**config.mk**
```make
export PLATFORM = sky130hd
export DESIGN_NAME = mac_operand_sender
export DESIGN_NICKNAME = d
export VERILOG_FILES = /design/src/rtl/mac_operand_sender.sv
export SDC_FILE = /design/constraint.sdc
export NUM_CORES = 1
export LEC_CHECK = 0
export ABC_AREA = 1
export ABC_CLOCK_PERIOD_IN_PS = 6550
export CAP_MARGIN = 20
export CORE_MARGIN = 5
export CORE_UTILIZATION = 62
export CTS_BUF_LIST = sky130_fd_sc_hd__clkbuf_2
export DETAILED_ROUTE_END_ITERATION = 8
export DONT_BUFFER_PORTS = 1
export PLACE_DENSITY = 0.78
export SYNTH_ARGS = -nofsm -noshare
export SYNTH_HDL_FRONTEND = slang
export SYNTH_SLANG_ARGS = --single-unit
```
**constraint.sdc**
```tcl
create_clock -name clk -period 6.55 [get_ports clk]
set_input_delay 0.655 -clock clk [delete_from_list [all_inputs] [get_ports clk]]
set_output_delay 0.655 -clock clk [all_outputs]
set_load 0.05 [all_outputs]
```
**src/rtl/mac_operand_sender.sv**
```systemverilog
// Purpose: initiator for the three-beat MAC interface; serialises an (a, b, c) triple onto validi/data_in and returns the MAC's result.
// Latency: validi high 1..3 cycles after acceptance; res_valid 5 cycles after acceptance at best, 4+TIMEOUT on timeout.
// Backpressure: req_ready drops while a triple is in flight; DONE holds res_* stable until res_ready, one triple per >=6 cycles.
//
// Ports:
//   clk, rst                      clock, asynchronous active-high reset
//   req_valid/req_ready, a, b, c  operand triple handshake from the requester
//   validi, data_in               beat stream to the MAC responder
//   valido, data_out              result from the MAC responder
//   res_valid/res_ready           result handshake to the requester
//   res_data, res_err             captured result; res_err marks a timeout
//   proto_err                     sticky flag: valido seen outside WAIT
//   txn_cnt                       completed transactions, wraps at 16 bits
module mac_operand_sender #(
    parameter int WIDTH   = 32,
    parameter int TIMEOUT = 8
) (
    input  logic             clk,
    input  logic             rst,
    input  logic             req_valid,
    output logic             req_ready,
    input  logic [WIDTH-1:0] a,
    input  logic [WIDTH-1:0] b,
    input  logic [WIDTH-1:0] c,
    output logic             validi,
    output logic [WIDTH-1:0] data_in,
    input  logic             valido,
    input  logic [WIDTH-1:0] data_out,
    output logic             res_valid,
    input  logic             res_ready,
    output logic [WIDTH-1:0] res_data,
    output logic             res_err,
    output logic             proto_err,
    output logic [15:0]      txn_cnt
);

    localparam logic [2:0] S_IDLE   = 3'd0;
    localparam logic [2:0] S_SEND_A = 3'd1;
    localparam logic [2:0] S_SEND_B = 3'd2;
    localparam logic [2:0] S_SEND_C = 3'd3;
    localparam logic [2:0] S_WAIT   = 3'd4;
    localparam logic [2:0] S_DONE   = 3'd5;

    // Counter only needs to reach TIMEOUT-1; keep at least one bit so TIMEOUT=1 still elaborates.
    localparam int            CW      = (TIMEOUT > 1) ? $clog2(TIMEOUT) : 1;
    localparam logic [CW-1:0] TO_LAST = CW'(TIMEOUT - 1);

    typedef struct packed {
        logic [WIDTH-1:0] a;
        logic [WIDTH-1:0] b;
        logic [WIDTH-1:0] c;
    } triple_t;

    logic [2:0]    state;
    logic [2:0]    state_nxt;
    triple_t       ops_q;
    logic [CW-1:0] wait_cnt;
    logic          accept;
    logic          wait_last;

    assign accept    = (state == S_IDLE) && req_valid && req_ready;
    assign wait_last = (wait_cnt == TO_LAST);
    assign res_valid = (state == S_DONE);

    always_comb begin
        state_nxt = state;
        case (state)
            S_IDLE:   if (accept) state_nxt = S_SEND_A;
            S_SEND_A: state_nxt = S_SEND_B;
            S_SEND_B: state_nxt = S_SEND_C;
            S_SEND_C: state_nxt = S_WAIT;
            // A late valido on the last WAIT cycle still counts as a real answer.
            S_WAIT:   if (valido || wait_last) state_nxt = S_DONE;
            S_DONE:   if (res_ready) state_nxt = S_IDLE;
            default:  state_nxt = S_IDLE;
        endcase
    end

    // Beat outputs decode straight from state so an async reset drops them immediately.
    always_comb begin
        validi  = 1'b0;
        data_in = '0;
        case (state)
            S_SEND_A: begin validi = 1'b1; data_in = ops_q.a; end
            S_SEND_B: begin validi = 1'b1; data_in = ops_q.b; end
            S_SEND_C: begin validi = 1'b1; data_in = ops_q.c; end
            default:  ;
        endcase
    end

    always_ff @(posedge clk or posedge rst) begin
        if (rst) begin
            state     <= S_IDLE;
            req_ready <= 1'b0;
            ops_q     <= '0;
            wait_cnt  <= '0;
            res_data  <= '0;
            res_err   <= 1'b0;
            proto_err <= 1'b0;
            txn_cnt   <= 16'd0;
        end else begin
            state <= state_nxt;
            // Registered from the next state: low during reset, never high in the
            // cycle DONE retires, so a new request always sees one IDLE cycle first.
            req_ready <= (state_nxt == S_IDLE);

            if (accept) begin
                ops_q <= '{a: a, b: b, c: c};
            end

            if (state == S_SEND_C) begin
                wait_cnt <= '0;
            end else if (state == S_WAIT) begin
                wait_cnt <= wait_cnt + 1'b1;
            end

            if (state == S_WAIT) begin
                if (valido) begin
                    res_data <= data_out;
                    res_err  <= 1'b0;
                end else if (wait_last) begin
                    res_data <= '0;
                    res_err  <= 1'b1;
                end
            end

            if (valido && (state != S_WAIT)) begin
                proto_err <= 1'b1;
            end

            if ((state == S_DONE) && res_ready) begin
                txn_cnt <= txn_cnt + 16'd1;
            end
        end
    end

endmodule

```
; Word-level counts from Yosys, hierarchy flattened
; Cells that the tools add are included.
[word_totals]
register_bits = 153
latch_bits = 0
ramBits = 0
romBits = 0
in_bits = 133
output_inout_bits = 85
elab_cells = 42
memories = 0
[op_classes]
n_addsub = 2
n_mul = 0
n_div = 0
n_lt_le_gt_ge = 0
eq_ne = 7
shifts = 0
muxes = 12
n_bitwise = 0
reduce_logical = 11
[op_table]
columns = operator, n
row1 = one-hot mux 32 bit (3 select lines), 1
row2 = 2-to-1 mux 32 bit, 2
row3 = one-hot mux 3 bit (6 select lines), 1
row4 = adder 16 x 1 -> 16 bit (second input constant), 1
row5 = 2-to-1 mux 3 bit, 5
row6 = == test 3 bit (second input constant), 3
row7 = == test 3 x 2 -> 1 bit (second input constant), 2
row8 = zero test 3 bit, 2
row9 = logical AND 1 bit, 4
row10 = nonzero test 2 bit, 2
row11 = adder 3 x 1 -> 3 bit (second input constant), 1
row12 = == test 3 x 1 -> 1 bit (second input constant), 1
row13 = 2-to-1 mux 1 bit, 3
row14 = != test 3 bit (second input constant), 1
row15 = OR reduction 3 bit, 1
row16 = AND reduction 2 bit, 1
row17 = logical OR 1 bit, 1

; Logic depth before layout (Yosys ltp)
; Gate-level depths: netlist (run 1).
[logic_depth]
ltp_word = 6
depth_mapped = 8
depth_no_buf = 8

; Worst setup path before layout (run 1)
; OpenSTA, ideal clock, no wires.
[synth_timing]
path_type = flip-flop to output port
from = reg state[2]
to = out data_in[12]
arrival_time_ns = 1.646
required_ns = 5.895
path_slack_ns = 4.249
path_stages_with_launch = 5
n_path_buf = 1
cell_sequence = dfrtp_1 inv_2 nand3_1 clkbuf_1 o211ai_1
[synth_via]
elab_chain_cells = 2
word_cells_on_any_way = 4
classes_between = 3 x eq/ne / 1 x mux
[synth_lines]
columns = element, line
row1 = start: declaration, 54  ; logic [2:0] state;
row2 = start signal: assignment, 102  ; state <= state_nxt;
row3 = == test 3 x 2 -> 1 bit or == test 3 x 1 -> 1 bit (tied branches), 83  ; case (state)
row4 = one-hot mux 32 bit (3 select lines) (*), 83
row5 = end: declaration, 26  ; output logic [WIDTH-1:0] data_in,
; Every way passes the cells marked *; elsewhere a longest branch is shown, timed or not.

; Final worst setup path (run 1)
[layout_timing]
from = reg state[2]
to = out data_in[30]
; Same word-level chain as after synthesis.

==> impl_metrics.json, run 1 <==
{
  "status": "completed",
  "cts-resized-gates": 0,
  "hold_ws_ns": 0.0611,
  "cts_made_buffers": 17,
  "path_buf_inv": 2,
  "die-area_mm2": 0.0129,
  "syn2layout_area_growth_pct": 4.71,
  "wl_mm": 15.4,
  "clkTransAtPathRegs_ns": 0.24,
  "path_cells": "inv_2, nand3_1, buf_4, o221ai_1",
  "powerDensity_mw_per_mm2": 536,
  "critical_path_arrival_ns": 3.14,
  "drv_cap": 0,
  "hp-class": "input port to flip-flop",
  "yosys_warnings": 0,
  "insertion_delay_ns": 0.69,
  "vias": 4832,
  "fin_crit_sh": 0.579,
  "ys_ff_latch": 153,
  "cts_buffer_depth": 2,
  "layout.nets": 860,
  "io_buffer_count": 0,
  "gr-usage-all-layers": 0.243,
  "finalSetupTns_ns": 0,
  "finalSetupViolations": 0,
  "cp.required_ns": 5.89,
  "ys.flop_type": "dfrtp_1",
  "hold_viol": 0,
  "synth_nets": 862,
  "ir_drop_uv": 279,
  "synth.avg_cell_area_um2": 9.18,
  "grt_pass1_vias": 5009,
  "root_buffer": "clkbuf_2",
  "max_stage_delay_ns": 0.94,
  "start_util": 0.640,
  "cp_slowest_cell": "o221ai_1",
  "die_h_um": 114,
  "num_rows": 37,
  "synth_cells": 726,
  "worstSetupPathType": "flip-flop to output pin",
  "slew_headroom": 0.218,
  "drtIter0Drc": 400,
  "cts.sinks": 153,
  "synth-edff-count": 0,
  "layout_min_cycle_time_ns": 3.79,
  "antenna_found_initial": 0,
  "synth.distinct_cells": 32,
  "grt_pass1_wl_mm": 24.9,
  "ys_seq_area_frac": 0.575,
  "syn_area_mm2": 0.00666,
  "drive_gt1_frac": 0.0746,
  "core_area_mm2": 0.0104,
  "drt-vias-per-instance": 5.53,
  "cts-htree-levels": 4,
  "io_pins": 218,
  "final_cell_mix": "nand2_1 (167), dfrtp_1 (153), inv_1 (111)",
  "fmax_ghz": 0.264,
  "cts_tree": "done",
  "dpl.hpwl_mm": 11.0,
  "crit_path_end_kind": "output pin",
  "grt_max_degree": 116,
  "cp-start-kind": "flip-flop",
  "dp.cells": 832,
  "wl_per_cell_um": 17.6,
  "fin_worst_skew_ns": 0.0245,
  "rsz0062_at_grt": "false",
  "route.detailed.drc": 0,
  "mostFrequentLayoutCell": "nand2_1",
  "final_core_util": 0.670,
  "final_cells": 873,
  "leakagePower_nw": 3.57,
  "die_w_um": 114,
  "async_flop_share": 1.00,
  "drv_slew": 0,
  "ant_nets": 0,
  "crit_family": "compound AO/OA/AOI/OAI gates",
  "dr.pass1.iters": 5,
  "worstMarginPinSlew_ns": 1.19,
  "diodes": 0,
  "grt_overflow": 0,
  "globalplace.congestion": 0.885,
  "crit_path_max_fanout": 17
}
## repair_timing
item | CTS | global route
setup buffers | 0 | 0
endpoints found under the hold margin | 89 | 7
hold buffers | 1 | 7
## state kept, by name, indices dropped and copies added (netlist names)
signal,cells
txn_cnt,16
wait_cnt,3
req_ready,1
proto_err,1
state,3
ops_q,96
res_err,1
res_data,32
## routing by layer
metal / vias to the layer above / GRT usage / wire length, µm
met5: - / 0 / 0
met4: 0 / 0.0745 / 266
met3: 22 / 0.0881 / 1480
met2: 197 / 0.394 / 7520
met1: 2297 / 0.307 / 6100
li1: 2316 / - / -
## final timing paths
check	start	endpoint	slack (ns)	cells after the start
worst max register to register	req_ready	ops_q[48]	3.73	4
max in group asynchronous	rst	ops_q[15]	4.63	3
worst max-delay path	state[2]	data_in[30]	2.76	4
min in group asynchronous	rst	txn_cnt[10]	0.56	2
worst min-delay path	data_out[25]	res_data[25]	0.06	1
worst min register to register	wait_cnt[0]	wait_cnt[0]	0.50	1
## layout make-up
cell class / count / area [µm²]
fillers: 871 / 3440
clock buffers: 17 / 85.1
repair buffers: 14 / 145
flip-flops and latches: 153 / 3830
well taps: 136 / 170
clock inverters: 15 / 115
inverters: 118 / 448
multi-input cells: 420 / 2180
## power by group
part,switching (mW),internal [mW]
Clock,0.361,0.107
Sequential,0.613,1.32
Combinational,0.987,0.350
## synthesized netlist by cell type, drive strengths merged, types with 7 or more instances
master,number,area (µm²)
dfrtp,153,3830
nand4,8,77.6
nand3,12,65.1
xor2,7,61.3
o21ai,69,357
a22o,34,298
nor2,49,201
o211ai,22,165
nand2,170,646
clkbuf,8,35.0
inv,118,443
a21oi,32,160
buf,27,180
## stage by stage
| step | power (mW) | cell area (µm²) | setup slack (ns) |
|---|---|---|---|
| floorplan | 3.04 | 6660 | 1.77 |
| global placement | 3.21 | 6670 | 3.59 |
| detailed placement | 3.28 | 6670 | 3.53 |
| CTS | 3.74 | 6880 | 2.72 |
| global route | 3.97 | 6980 | 2.57 |
| finish | 3.74 | 6980 | 2.76 |
## logic make-up (layout without fill, tap and decap cells)
logic type	Yosys count	count (layout)	share of synthesized area
AOI/OAI and AO/OA	163	163	0.155
xor gates and xnor gates	11	11	0.0145
adders and majority gates	3	3	0.00564
buffers and inverters	153	164	0.0988
DFF	153	153	0.575
and+or+nand+nor	243	243	0.152
Note: power is estimated with default switching activity, not from simulation.
==> inputs of run 2 (changes only) <==
Settings changed: ABC_CLOCK_PERIOD_IN_PS 6550 to 3200, CORE_UTILIZATION 62 to 59.
Clock period 6.55 ns to 3.2 ns, I/O delays scaled along.
==> run 2 against run 1 <==
Total power rose by 140%. Flip-flop and latch count did not move. Worst hold slack better by 0.073 ns. Count of clock-buffer cells in the layout unchanged. First-iteration DRC count is 43% higher. Cell area up 24%. Cell count up 19%. Clock skew grew 0.0071 ns. Non-clock buffer count grew 158. Clock power rose to 3.2 times the previous value. Sequential share of layout area fell by 11 points. Largest power group unchanged.
==> impl_metrics.json, run 2 (synthesis gave the netlist of run 1 again) <==
{
  "num_rows": 38,
  "cpMostUsedCell": "inv_2",
  "cts_buffer_depth": 2,
  "grt_max_degree": 104,
  "leakagePower_nw": 4.34,
  "hold_ws_ns": 0.134,
  "cts-htree-levels": 4,
  "route.detailed.drc": 0,
  "reg_top3": "ops_q x96, res_data x32, txn_cnt x16",
  "fin_area_mm2": 0.00866,
  "dr.pass1.iters": 8,
  "critical_path_arrival_ns": 2.59,
  "cts_setup_buffers": 0,
  "grt_pass1_wl_mm": 29.9,
  "status": "completed",
  "drv_cap": 0,
  "min_delay_worst_endpoint": "res_err",
  "cts_made_buffers": 17,
  "wl_per_cell_um": 18.4,
  "cts.sinks": 153,
  "mostFrequentLayoutCell": "nand2_1",
  "grt_pass1_vias": 6010,
  "layout.nets": 1018,
  "root_buffer": "clkbuf_2",
  "ant_nets": 0,
  "multi_input_area_mm2": 0.00219,
  "dp.cells": 870,
  "gr-usage-all-layers": 0.289,
  "worstReg2RegEnd": "ops_q[51]",
  "drive_gt1_frac": 0.102,
  "diodes": 0,
  "cp.required_ns": 2.88,
  "whs_path_depth": 3,
  "rsz0062_at_grt": "false",
  "start_util": 0.609,
  "fmax_ghz": 0.343,
  "slew_headroom": 0.347,
  "clkTransAtPathRegs_ns": 0.19,
  "final_cells": 1035,
  "largest_reg_flops": 96,
  "die-area_mm2": 0.0135,
  "final_core_util": 0.792,
  "syn2layout_area_growth_pct": 30.1,
  "ir_drop_uv": 632,
  "globalplace.congestion": 0.843,
  "fin_worst_skew_ns": 0.0316,
  "fin_crit_sh": 0.911,
  "path_cells": "inv_2, nand3_2, inv_2, nand2_1, o211ai_1, buf_4",
  "r2r-start": "req_ready",
  "drt-vias-per-instance": 5.52,
  "die_w_um": 116,
  "vias": 5715,
  "path_buf_inv": 3,
  "max_stage_delay_ns": 0.50,
  "grt_overflow": 0,
  "layout_min_cycle_time_ns": 2.91,
  "crit_family": "buffers and inverters",
  "worstMarginPinSlew_ns": 0.976,
  "r2r_slack_ns": 1.22,
  "worstHoldStart": "valido",
  "drtIter0Drc": 572,
  "wl_mm": 19.1,
  "finalSetupTns_ns": 0,
  "core_area_mm2": 0.0109,
  "cts_tree": "done",
  "fillers": 634,
  "largest_register": "ops_q",
  "die_h_um": 116,
  "final_cell_mix": "nand2_1 (167), dfrtp_1 (153), dlygate4sd3_1 (132)",
  "insertion_delay_ns": 0.69,
  "hold_viol": 0,
  "regArea_mm2": 0.00383,
  "hp-class": "input port to flip-flop",
  "drv_slew": 0,
  "io_pins": 218,
  "r2r_cells": 4,
  "crit_path_max_fanout": 28,
  "crit_cells": 6,
  "placed_area_mm2": 0.00695,
  "crit_path_end_kind": "output pin",
  "io_buffer_count": 0,
  "cp_slowest_cell": "dfrtp_1",
  "antenna_found_initial": 0,
  "cp-start-kind": "flip-flop",
  "powerDensity_mw_per_mm2": 1010,
  "dpl.hpwl_mm": 10.7,
  "finalSetupViolations": 0,
  "worstSetupPathType": "flip-flop to output pin"
}
## run 2: changes by cell type in the layout (fill, tap and decap cells not counted), sizes merged
cell / change
inv: -10
bufinv: +8
clkinv: +2
dlygate4sd3: +124
buf: +34
## run 2: cell type report
cell class                 count  area share
clock inverter                15      0.0321
tap                          140      0.0202
inverter                     118      0.0520
multi-input combinational    420       0.253
clock buffer                  17     0.00982
sequential                   153       0.442
timing repair buffer         172       0.191
## run 2: worst max-delay path by stage
stage | slack (ns) | startpoint | to
after floorplan | 0.95 | rst | ops_q[0]
after global placement | 1.0 | state[2] | data_in[31]
after detailed placement | 0.93 | state[2] | data_in[25]
after CTS | 0.11 | state[2] | data_in[31]
after global routing | 0.06 | state[1] | data_in[13]
final | 0.29 | state[2] | data_in[4]
## run 2: worst register-to-register path, delay by kind of cell (launching register included)
family | cells | cell delay [ns]
compound gates | 1 | 0.20
flops | 1 | 0.65
simple gates | 2 | 0.41
buf+inv | 1 | 0.68
## run 2: metrics by stage
step | power [mW] | setup WS, ns
6_report | 8.79 | 0.285
3_5_place_dp | 7.06 | 0.933
5_1_grt | 9.26 | 0.0648
2_1_floorplan | 6.22 | 0.949
3_3_place_gp | 6.93 | 0.997
4_1_cts | 8.67 | 0.113
## run 2: layer usage
metal  GRT usage  part of all wire  routed length [µm]
met2       0.499              0.51                9790
met4       0.130             0.029                 550
met1       0.333              0.36                6940
met3      0.0870             0.093                1770
met5           0                 0                   0
## run 2: report_power, final
part / switching [mW] / internal [mW]
Combinational: 2.21 / 1.11
Sequential: 1.28 / 2.70
Clock: 0.669 / 0.815
Total: 4.16 / 4.62
## run 2: timing repair
item | 4_1_cts | 5_1_grt
endpoints found under the setup margin | 0 | 11
gates resized for setup | 0 | 2
hold buffers | 131 | 1
hold endpoints to repair | 191 | 6
==> inputs of run 3 (changes only) <==
Settings changed: CORE_UTILIZATION 59 to 40, PLACE_DENSITY 0.78 to unset.
==> run 3 against run 2 <==
Combinational power down 1%. Sequential power shrank 1%. Clock power fell by 16%. Non-clock buffer count fell by 1. Die area rose by 43%. Register-to-register slack worse by 0.44 ns. Worst hold slack worse by 0.0099 ns. Sequential share of layout area fell by 0.22 points. Flip-flop and latch count did not move. Critical path depth grew 1. Largest power group unchanged.
==> impl_metrics.json, run 3 (synthesis gave the netlist of run 1 again) <==
{
  "ir_drop_uv": 868,
  "ant_nets": 0,
  "hold_viol": 0,
  "drive_gt1_frac": 0.0962,
  "finalSetupTns_ns": 0,
  "cts_tree": "done",
  "wl_mm": 18.3,
  "status": "completed",
  "final_cell_mix": "nand2_1 (167), dfrtp_1 (153), dlygate4sd3_1 (136)",
  "grt_max_degree": 83,
  "io_buffer_count": 0,
  "insertion_delay_ns": 0.70,
  "die_h_um": 139,
  "largest_register": "ops_q",
  "use_met2": 0.319,
  "route.detailed.drc": 0,
  "diodes": 0,
  "worstSetupPathType": "flip-flop to output pin",
  "rsz0062_at_grt": "false",
  "powerDensity_mw_per_mm2": 971,
  "core_area_mm2": 0.0165,
  "leakagePower_nw": 4.31,
  "die_w_um": 139,
  "syn2layout_area_growth_pct": 30.7,
  "grt_pass1_wl_mm": 30.0,
  "cp-start-kind": "flip-flop",
  "wl_per_cell_um": 16.4,
  "globalplace.congestion": 0.862,
  "start_util": 0.405,
  "largest_reg_flops": 96,
  "drv_cap": 0,
  "crit_path_end_kind": "output pin",
  "pre_cts_ws_ns": 0.925,
  "die-area_mm2": 0.0193,
  "cts_made_buffers": 17,
  "dpl.hpwl_mm": 11.6,
  "fin_ws_ns": 0.375,
  "fin_crit_sh": 0.883,
  "fin_worst_skew_ns": 0.0302,
  "cp.required_ns": 2.88,
  "crit_path_max_fanout": 32,
  "slew_headroom": 0.357,
  "clkTransAtPathRegs_ns": 0.22,
  "drt-vias-per-instance": 4.95,
  "vias": 5514,
  "grt_use_met1": 0.237,
  "hp-class": "input port to flip-flop",
  "grt_pass1_vias": 5735,
  "cts.sinks": 153,
  "num_rows": 47,
  "finalSetupViolations": 0,
  "layout_min_cycle_time_ns": 2.82,
  "final_core_util": 0.529,
  "antenna_found_initial": 0,
  "dr.pass1.iters": 5,
  "use_met3": 0.0566,
  "fmax_ghz": 0.354,
  "root_buffer": "clkbuf_2",
  "drtIter0Drc": 307,
  "critical_path_arrival_ns": 2.50,
  "drv_slew": 0,
  "cts_buffer_depth": 2,
  "cts-htree-levels": 4,
  "layout.nets": 1017,
  "gr-usage-all-layers": 0.191,
  "io_pins": 218,
  "grt-busiest-layer": "met2",
  "reg_top3": "ops_q x96, res_data x32, txn_cnt x16",
  "mostFrequentLayoutCell": "nand2_1",
  "worstMarginPinSlew_ns": 0.961,
  "hold_ws_ns": 0.124,
  "grt_overflow": 0,
  "cts_setup_buffers": 0
}
## run 3: cell count changes in the layout (fill, tap and decap cells not counted), sizes merged
cell,before,now
buf,40,35
bufinv,8,4
inv,116,121
dlygate4sd3,132,136
clkbuf,17,18
clkinv,5,3
## run 3: worst max-delay path: stages (launching register included)
cell and delay, ns:
dfrtp_1 0.52, inv_1 0.17, nand3_1 0.14, inv_1 0.08, buf_4 0.37, nand2_1 0.11
o211ai_1 0.16, buf_4 0.26
## run 3: per-stage QoR
stage	instance area, µm²	power [mW]	cells
3_3_place_gp	7030	6.95	945
4_1_cts	8670	8.49	1112
3_5_place_dp	7030	7.06	945
5_1_grt	8710	8.96	1114
6_report	8710	8.46	1114
2_1_floorplan	6670	6.22	726
## run 3: final cells by class
type / instances / area [µm²]
Timing Repair Buffer: 171 / 1670
Sequential cell: 153 / 3830
Multi-Input combinational cell: 420 / 2200
Clock buffer: 18 / 90.1
Clock inverter: 14 / 195
Tap cell: 220 / 275
Inverter: 118 / 449
Fill cell: 1430 / 7760
## run 3: final timing paths
check	startpoint	end	slack (ns)	cells after the start
max in group asynchronous	rst	ops_q[50]	1.81	5
max reg2reg	wait_cnt[0]	res_data[22]	0.78	5
min in group asynchronous	rst	txn_cnt[8]	0.49	3
min reg2reg	wait_cnt[0]	wait_cnt[0]	0.50	1
min	valido	res_err	0.12	3
max	state[1]	data_in[8]	0.38	7
## run 3: metal layers
metal	vias up	part of all wire	wire length, µm
met5	-	0	0
met4	0	0.018	333
met3	29	0.064	1170
met2	204	0.49	8990
met1	2649	0.43	7770
li1	2632	-	-
## run 3: report_power, final
| part | internal (mW) | total (mW) | switching, mW |
|---|---|---|---|
| sequential | 2.70 | 3.93 | 1.23 |
| combinational | 1.10 | 3.28 | 2.18 |
| clock | 0.524 | 1.25 | 0.723 |
| total | 4.33 | 8.46 | 4.13 |
## run 3: what timing repair did
action,CTS,global route
endpoints found under the setup margin,0,7
hold endpoints to repair,190,4
hold buffers,135,1
resized for setup,0,3
